## config.mk

```make
export PLATFORM = sky130hd
export DESIGN_NAME = vicii_composite_enc
export DESIGN_NICKNAME = d
export VERILOG_FILES = /design/src/rtl/vicii_video_pkg.sv /design/src/rtl/vicii_sincos_lut.sv /design/src/rtl/vicii_composite_enc.sv
export SDC_FILE = /design/constraint.sdc
export NUM_CORES = 1
export LEC_CHECK = 0
export ABC_AREA = 0
export BUFFER_PORTS_ARGS = -buffer_cell sky130_fd_sc_hd__buf_2
export CAP_MARGIN = 20
export CORE_MARGIN = 1
export CORE_UTILIZATION = 30
export CTS_BUF_LIST = sky130_fd_sc_hd__clkbuf_8 sky130_fd_sc_hd__clkbuf_16
export CTS_CLUSTER_SIZE = 30
export DETAILED_ROUTE_END_ITERATION = 8
export GPL_TIMING_DRIVEN = 0
export PLACE_DENSITY = 0.5
export SYNTH_ARGS = -nofsm -noshare
export SYNTH_HDL_FRONTEND = slang
export SYNTH_SLANG_ARGS = --single-unit
```

## constraint.sdc

```tcl
create_clock -name clk -period 13.35 [get_ports clk]
set_clock_uncertainty 0.2 [all_clocks]
set_input_delay 0 -clock clk [delete_from_list [all_inputs] [get_ports clk]]
set_output_delay 0 -clock clk [all_outputs]
set_load 0.01 [all_outputs]
```

## src/rtl/vicii_video_pkg.sv

```systemverilog
// Shared constants and types for the VIC-II composite video path: sine table,
// PAL burst phases, output width and the encoder's stage-1 record.
package vicii_video_pkg;

    localparam int CVBS_W   = 8;
    localparam int CVBS_MAX = (1 << CVBS_W) - 1;

    // Burst sits at 135 deg on even lines and 225 deg on odd lines (PAL swing).
    localparam logic [4:0] BURST_PHASE_EVEN = 5'd12;
    localparam logic [4:0] BURST_PHASE_ODD  = 5'd20;

    // round(127 * sin(2*pi*k/32)), k = 0..31
    localparam logic signed [7:0] SIN_Q7 [32] = '{
        8'sd0,    8'sd25,   8'sd49,   8'sd71,   8'sd90,   8'sd106,  8'sd117,  8'sd125,
        8'sd127,  8'sd125,  8'sd117,  8'sd106,  8'sd90,   8'sd71,   8'sd49,   8'sd25,
        8'sd0,   -8'sd25,  -8'sd49,  -8'sd71,  -8'sd90,  -8'sd106, -8'sd117, -8'sd125,
       -8'sd127, -8'sd125, -8'sd117, -8'sd106, -8'sd90,  -8'sd71,  -8'sd49,  -8'sd25
    };

    // SEL_SYNC is the all-zero code so a cleared pipeline outputs sync level.
    typedef enum logic [1:0] {
        SEL_SYNC   = 2'd0,
        SEL_BURST  = 2'd1,
        SEL_BLANK  = 2'd2,
        SEL_ACTIVE = 2'd3
    } sel_e;

    typedef struct packed {
        sel_e        sel;
        logic [4:0]  idx;
        logic [10:0] luma_term;
        logic        chroma_on;
    } stage1_t;

    function automatic logic [CVBS_W-1:0] clamp_cvbs(input logic signed [10:0] sum);
        if (sum < 0)
            return '0;
        else if (sum > 11'(CVBS_MAX))
            return CVBS_W'(CVBS_MAX);
        else
            return sum[CVBS_W-1:0];
    endfunction

endpackage

```

## src/rtl/vicii_sincos_lut.sv

```systemverilog
// Combinational subcarrier sine lookup: 5-bit phase index to signed Q7 sample.
module vicii_sincos_lut
    import vicii_video_pkg::*;
(
    input  logic              [4:0] idx,
    output logic signed       [7:0] sin_q7
);

    assign sin_q7 = SIN_Q7[idx];

endmodule

```

## src/rtl/vicii_composite_enc.sv

```systemverilog
// PAL composite encoder: subcarrier phase accumulator, V-axis line alternation,
// burst/sync insertion and a fixed two-register pipeline to the 8-bit DAC code.
module vicii_composite_enc
    import vicii_video_pkg::*;
#(
    parameter logic [23:0] PHASE_INC   = 24'h240000,
    parameter int          BLANK_LEVEL = 64,
    parameter int          LUMA_GAIN   = 4,
    parameter int          CHROMA_AMP  = 40,
    parameter int          BURST_AMP   = 24,
    parameter int          BURST_START = 40,
    parameter int          BURST_LEN   = 36
) (
    input  logic              clk,
    input  logic              rst_n,
    input  logic [4:0]        luma,
    input  logic [4:0]        chroma,
    input  logic              chroma_en,
    input  logic              hsync,
    input  logic              vsync,
    input  logic              blank,
    output logic [CVBS_W-1:0] cvbs
);

    localparam int                BURST_END    = BURST_START + BURST_LEN;
    localparam logic signed [10:0] BLANK_S      = 11'(BLANK_LEVEL);
    localparam logic signed [8:0]  CHROMA_AMP_S = 9'(CHROMA_AMP);
    localparam logic signed [8:0]  BURST_AMP_S  = 9'(BURST_AMP);

    logic [23:0] acc;
    logic        odd;
    logic        hsync_d;
    logic [7:0]  bc;

    logic [4:0]  sp;
    logic [4:0]  eff_phase;
    logic [4:0]  pix_idx;
    logic [4:0]  burst_idx;
    logic        burst_win;
    stage1_t     s1_next;
    stage1_t     s1;

    // ---------------- stage 1: phase, index, selection ----------------
    always_comb begin
        // NOTE: every always_comb output gets a default first so no path can infer a latch.
        s1_next           = '0;
        sp                = acc[23:19];
        eff_phase         = odd ? (5'd0 - chroma) : chroma;
        pix_idx           = sp + eff_phase;
        burst_idx         = sp + (odd ? BURST_PHASE_ODD : BURST_PHASE_EVEN);
        burst_win         = (int'(bc) >= BURST_START) && (int'(bc) < BURST_END);
        s1_next.luma_term = 11'(luma) * 11'(LUMA_GAIN);
        s1_next.chroma_on = chroma_en;

        if (hsync || vsync) begin
            s1_next.sel = SEL_SYNC;
        end else if (blank && burst_win) begin
            s1_next.sel = SEL_BURST;
            s1_next.idx = burst_idx;
        end else if (blank) begin
            s1_next.sel = SEL_BLANK;
        end else begin
            s1_next.sel = SEL_ACTIVE;
            s1_next.idx = pix_idx;
        end
    end

    always_ff @(posedge clk or negedge rst_n) begin
        if (!rst_n) begin
            acc     <= '0;
            odd     <= 1'b0;
            hsync_d <= 1'b0;
            bc      <= '0;
            s1      <= '0;
        end else begin
            // NOTE: non-blocking so every register here samples pre-edge values.
            acc     <= acc + PHASE_INC;
            hsync_d <= hsync;
            if (hsync && !hsync_d)
                odd <= ~odd;
            // vsync deliberately leaves the burst counter running.
            if (hsync)
                bc <= '0;
            else if (bc != 8'hFF)
                bc <= bc + 8'd1;
            s1 <= s1_next;
        end
    end

    // ---------------- stage 2: lookup, scale, sum, clamp ----------------
    logic signed [7:0]  sin_val;
    logic signed [8:0]  amp;
    logic signed [16:0] prod;
    logic signed [10:0] scaled;
    logic signed [10:0] sum;

    vicii_sincos_lut u_lut (
        .idx    (s1.idx),
        .sin_q7 (sin_val)
    );

    always_comb begin
        amp    = (s1.sel == SEL_BURST) ? BURST_AMP_S : CHROMA_AMP_S;
        prod   = sin_val * amp;
        // Arithmetic shift floors toward minus infinity, not toward zero.
        scaled = 11'(prod >>> 7);
        sum    = '0;
        case (s1.sel)
            SEL_BURST:  sum = BLANK_S + scaled;
            SEL_BLANK:  sum = BLANK_S;
            SEL_ACTIVE: sum = BLANK_S + $signed(s1.luma_term)
                              + (s1.chroma_on ? scaled : 11'sd0);
            default:    sum = '0;
        endcase
    end

    always_ff @(posedge clk or negedge rst_n) begin
        if (!rst_n)
            cvbs <= '0;
        else
            cvbs <= clamp_cvbs(sum);
    end

endmodule
```

======== Word level (Yosys, flattened, before mapping) ========
Memories as Yosys holds them, arrays and structs flattened.
Cells that the tools add are included.
cells by class
  add/sub/neg operators ................... 8
  multiply operators ...................... 1
  $lt $le $gt $ge ......................... 5
  equal/unequal tests ..................... 4
  muxes and demuxes ....................... 16
  bitwise logic cells ..................... 2
  reductions and logical operators ........ 6
operators by type and width
  operator                                                                              count
  8-bit 2-to-1 mux                                                                      6
  11-bit case mux with 3 select lines                                                   1
  24-bit by 22-bit adder with 24-bit output (second input constant)                     1
  5-bit 2-to-1 mux                                                                      4
  8-bit by 7-bit multiplier with 15-bit output                                          1
  9-bit by 11-bit adder with 11-bit output                                              1
  11-bit by 9-bit > comparator with 1-bit output (second input constant)                1
  11-bit by 1-bit < comparator with 1-bit output (second input constant)                1
  11-bit 2-to-1 mux                                                                     1
  5-bit adder                                                                           2
  8-bit by 8-bit adder with 9-bit output (first input constant)                         1
  7-bit by 7-bit adder with 8-bit output (first input constant)                         1
  8-bit by 1-bit adder with 8-bit output (second input constant)                        1
  8-bit by 6-bit greater-or-equal comparator with 1-bit output (second input constant)  1
  8-bit by 7-bit < comparator with 1-bit output (second input constant)                 1
  8-bit inequality test (second input constant)                                         1
  7-bit 2-to-1 mux                                                                      1
  6-bit greater-or-equal comparator (second input constant)                             1
  6-bit 2-to-1 mux                                                                      1
  5-bit NOT with 6-bit output                                                           1
  1-bit by 5-bit subtractor with 5-bit output (first input constant)                    1
  2-bit equality test (second input constant)                                           2
  1-bit logical AND                                                                     3
  2-bit by 1-bit equality test with 1-bit output (second input constant)                1
  6 further kinds                                                                       6
storage, ports and cells
  register bits ........................... 55
  bits in read-only memories .............. 256
  input bits .............................. 16
  output and inout bits ................... 8
  word-level logic and storage cells ...... 52
  memories ................................ 1
memory list
  memory           words  width  rd ports  clocked after memory_dff  wr ports  line                   text
  (no name shown)  32     8      1         0                         0         vicii_sincos_lut.sv:9  assign sin_q7 = SIN_Q7[idx];

======== Logic depth before layout (Yosys ltp) ========
  depth after elaboration ................. 11
  gate-level depth with buffers ........... 25
  depth with buffers taken out ............ 25

======== By module ========
A second synthesis with hierarchy kept.
second synthesis, totals
  cell total of the unflattened synthesis .. 389
  area, all modules ....................... 3585.9 um^2
by module, submodules not included
  module               instances  cells each  area each (um^2)  sequential area each (um^2)
  vicii_composite_enc  1          322         3089.2            925.9
  vicii_sincos_lut     1          67          496.7             0.0

======== Worst setup path before layout ========
Ideal clock, no wire load.
  kind .................................... register -> register
  start point ............................. reg s1[12] (netlist bit)
  end point ............................... reg cvbs[0]
  library setup time ...................... 0.139 ns
  arrival time ............................ 5.279 ns
  data required time ...................... 13.011 ns
  setup slack ............................. 7.732 ns
  stages on the path, launching flop included .. 26
  path buffers ............................ 0
  period minus slack after synthesis ...... 5.618 ns
  cell sequence ........................... dfrtp_1 > inv_1 > ha_1 > nand2b_1 > o211a_1 > o21ai_0 > o21ai_0 > nand2_1 > o21ai_0 > ha_1 > ha_1 > ha_1 > ha_1 > inv_1 > fa_1 > nor2b_1 > o21ai_0 > a21o_1 > a311oi_1 > nor2_1 > ha_1 > a21oi_1 > o21ai_0 > a211o_1 > a32oi_2 > a21oi_1
between the ends
  longest elaborated chain between the ends .. 11
  elaborated cells between the ends (all ways) .. 13
  those cells by class .................... add/sub: 2; mul: 1; order compare: 2; mux: 6; bitwise: 1; memory: 1
ends and longest elaborated chain
  what                                                    line                        text
  start: declaration                                      vicii_composite_enc.sv:41   stage1_t s1;
  start signal: assignment                                vicii_composite_enc.sv:86   s1 <= s1_next;
  5-bit NOT with 6-bit output (not written as such) *     vicii_sincos_lut.sv:9
  memory read 32 x 8 bit *                                --
  8-bit 2-to-1 mux (not written as such) * (2 in series)  vicii_sincos_lut.sv:9
  8-bit by 7-bit multiplier with 15-bit output *          vicii_composite_enc.sv:104  prod = sin_val * amp;
  11-bit 2-to-1 mux                                       vicii_composite_enc.sv:112  + (s1.chroma_on ? scaled : 11'sd0);
  9-bit by 11-bit adder with 11-bit output                vicii_composite_enc.sv:112
  11-bit case mux with 3 select lines *                   vicii_composite_enc.sv:108  case (s1.sel)
  11-bit by 9-bit > comparator with 1-bit output          vicii_video_pkg.sv:38       else if (sum > 11'(CVBS_MAX))
  8-bit 2-to-1 mux                                        vicii_video_pkg.sv:38
  8-bit 2-to-1 mux *                                      vicii_video_pkg.sv:36       if (sum < 0)
  end signal: assignment                                  vicii_composite_enc.sv:121  cvbs <= clamp_cvbs(sum);
  end: declaration                                        vicii_composite_enc.sv:22   output logic [CVBS_W-1:0] cvbs
Mark *: on every way between the ends. The rest lies on a longest branch, timed or not. The select of a mux whose other input is x is not followed.
A chain may end at the register's enable or synchronous reset.

======== Worst setup path in the final report ========
  start point ............................. reg s1[12] (netlist bit)
  end point ............................... reg cvbs[3]
Same word-level chain as after synthesis.

==> results.md <==
- Cell count after synthesis: 400
- Setup-failing EPs final: 0
- DRT Wirelength: 6.93 mm
- Worst r2r src: s1[12]
- Final Hold Fails: 0
- Die area: between 0.01 and 0.015 mm^2
- First-pass GRT wire length: approximately 12 mm
- Synth Register Bits: 37
- Area of the core: ~0.011 mm^2
- CTS max path bufs: 2
- Initial Utilization: 31.3%
- Unique masters post-synth: 55
- Leading cell types in the layout, fill and taps excluded: ha_1, inv_1, nor2_1, dfrtp_1, a21oi_1
- Row cnt: 38
- Met2 usage: a little over a fifth
- Slew @ Worst Pin: 802 ps
- Die H: ~110 um
- Worst skew pair latency: ~280 ps
- Clock slew at reported path FFs: around 60 ps
- TritonCTS clock tree: done
- Clock buffer count from CTS: 5
- Final Max Slew Viols: 0
- Final setup TNS: 0 ps
- Finished Cell Area: 0.00403 mm^2
- DRC Markers: 0
- Clock net sink count: 37
- Worst path arrival time: 6510 ps
- Worst R2R Path Depth: 25
- Worst Hold Class: in -> reg
- H-tree depth reported by CTS: 2
- Synthesized area: 0.00347 mm^2
- Placed cell areas: 0.00376 mm^2
- Pwr Density: a little over 100 mW/mm^2
- Fin crit share: between 40 and 50%
- Post-synthesis sequential area ratio: 26.7%
- Post-CTS Setup Bufs: 0
- Layout cells sized above 1: 12.2%
- Crit Path Category: reg -> reg
- GRT Residual Overflow: 0
- Hold Path Depth: 4
- Syn nets: approximately 480
- Async set-reset flop share out of synthesis: between 90% and 100%
- Fmax: 152 MHz
- Unrepaired setup endpoints after global routing: false
- Status: completed
- Die X: approximately 110 um
- Antenna violations before repair: 0
- IO buf count: 23
- Leak pwr: between 2 and 2.5 nW
- Post-route worst setup slack: ~6800 ps
- Mean Syn Cell Area: 8.68 um^2
- Hold Path End: s1[12]
- Final Non-Filler Cells: around 580
- Post-synth top flop: dfrtp_1
- Root buffer cell: clkbuf_16
- Required time of the critical path: ~13000 ps
- Number of max-cap violations: 0
- Worst reg-to-reg setup slack: a little under 7000 ps
- Total track usage: 12.8%
- HPWL after detailed placement: roughly 5.5 mm
- Worst VDD drop: 0.0000877 V
- Top Ports: 24
- GP Congestion: ~0.79
- CP Capture Type: flip-flop
- Final Util: 36.4%
- Slew margin rel.: a little under half
- Initial DRC Count: 70
- GR Util met1: 17.1%
- Startpoint class of the critical path: flip-flop
- Largest net degree at the start of global routing: 38
- Placed cells: around 560
- Yosys warning total: 0
- Filler cells: between 1000 and 1500
- Worst-path fanout max: 8
- Reg-to-reg critical path endpoint: cvbs[3]
- Vias per cell: between 4 and 5
- Number of synthesized flops with an enable pin: 0
- Antenna Violating Nets Remaining: 0
- Layer with the highest usage: met2
- # nets final: ~520
- Final min period: ~6600 ps
- Dpl ws: between 6000 and 7000 ps
- Via count: around 2800
- GRT met3 Usage: about 1.7%
- Commonest non-fill, non-tap cell in the layout: ha_1
- Synthesis-to-layout area growth: 16.2%
- Diode count: 0
- Vias in the first global route: ~2600
- Worst hold path startpoint: vsync
- DR pass1 iterations: 5
- DR WL/cell: approximately 12 um
[worst max-delay path by stage]
stage,slack (ps),depth (start not counted),start,end
final,6770,25,s1[12],cvbs[3]
after CTS,6790,25,s1[12],cvbs[3]
after global routing,6250,25,s1[12],cvbs[3]
after global placement,6890,25,s1[12],cvbs[3]
after floorplan,7730,25,s1[12],cvbs[0]
after detailed placement,6810,25,s1[12],cvbs[3]
[flip-flops by register name, indices dropped and copies added (netlist names)]
signal   flops
acc          6
bc           8
cvbs         8
hsync_d      1
odd          1
s1          13
[cell type report]
cell class	instances	area, um^2	area share (%)
buffer	18	73.8	1.83
clock buffer	5	125	3.10
clock inverter	3	46.3	1.15
inverter	42	158	3.91
multi-input combinational	303	2310	57.4
sequential	37	926	23.0
tap	140	175	4.34
timing repair buffer	33	215	5.33
[metal layers]
layer  part of all wire, %  wire length (um)  vias to the layer above
met4                   1.8               123                        0
met1                    49              3400                     1252
li1                      -                 -                     1443
met5                     0                 0                        -
met3                   2.8               194                        9
met2                    46              3210                       50
[power by group]
group | leakage [nW] | total (mW) | internal [mW] | switching (mW)
Sequential | 0.472 | 0.124 | 0.119 | 0.00524
Combinational | 1.47 | 0.153 | 0.0674 | 0.0851
Clock | 0.0800 | 0.134 | 0.0883 | 0.0458
[synthesized netlist by cell type, types with 2 or more instances]
master    number  share of area, %
a31oi_1        6               1.1
nand3_1       11               1.6
nand4_1        4              0.72
clkbuf_1      15               1.6
and2_1         4              0.72
buf_2          2              0.29
mux2i_1        7               2.0
ha_1          56                20
o211ai_1       3              0.65
a21o_1         5               1.1
a21boi_0       2              0.43
a211o_1        3              0.76
mux2_2         2              0.65
or2_2          3              0.54
xnor2_1       16               4.0
and3_1         2              0.36
nand2b_1       7               1.3
o21ai_0       23               3.3
nor2_1        38               4.1
dfrtp_1       37                27
nor2b_1        5              0.90
inv_1         42               4.5
xor2_1         6               1.5
a211oi_1       5               1.1
a21oi_1       32               4.6
nand2_1       27               2.9
fa_1           5               2.9
nor3_1         5              0.72
[cell families (layout without fill, tap and decap cells)]
family | count (synthesis) | count (layout) | synth area share, %
and+or+nand+nor | 111 | 111 | 15.0
AOI/OAI and AO/OA | 96 | 96 | 18.3
adders and majority gates | 61 | 61 | 23.1
buffers and inverters | 60 | 101 | 6.67
DFF | 37 | 37 | 26.7
xor gates and xnor gates | 25 | 25 | 7.50
muxes | 9 | 9 | 2.67
other | 1 | 1 | 0.108
[timing repair]
action / CTS / global route
hold buffers: 10 / 0
resized for setup: 0 / 0
endpoints found under the hold margin: 46 / 0
[critical path, stage by stage, from the launching register on]
cell and delay (ps):
dfrtp_1 520, inv_1 160, ha_1 400, nand2b_1 200, o211a_1 160, o21ai_0 160
o21ai_0 230, nand2_1 110, o21ai_0 80, ha_1 290, ha_1 290, ha_1 280
ha_1 230, inv_1 70, fa_1 410, nor2b_1 120, o21ai_0 130, a21o_1 240
a311oi_1 460, nor2_1 80, ha_1 360, a21oi_1 150, o21ai_0 170, a211o_1 350
a32oi_2 410, a21oi_1 170
[stage by stage]
stage / hold slack (ps) / power, mW
after floorplan: -496 / 0.243
after global placement: -91.3 / 0.275
after detailed placement: -90.7 / 0.277
after CTS: 54.6 / 0.417
after global routing: 100 / 0.442
final: 50.4 / 0.411
Note: power is estimated with default switching activity, not from simulation.
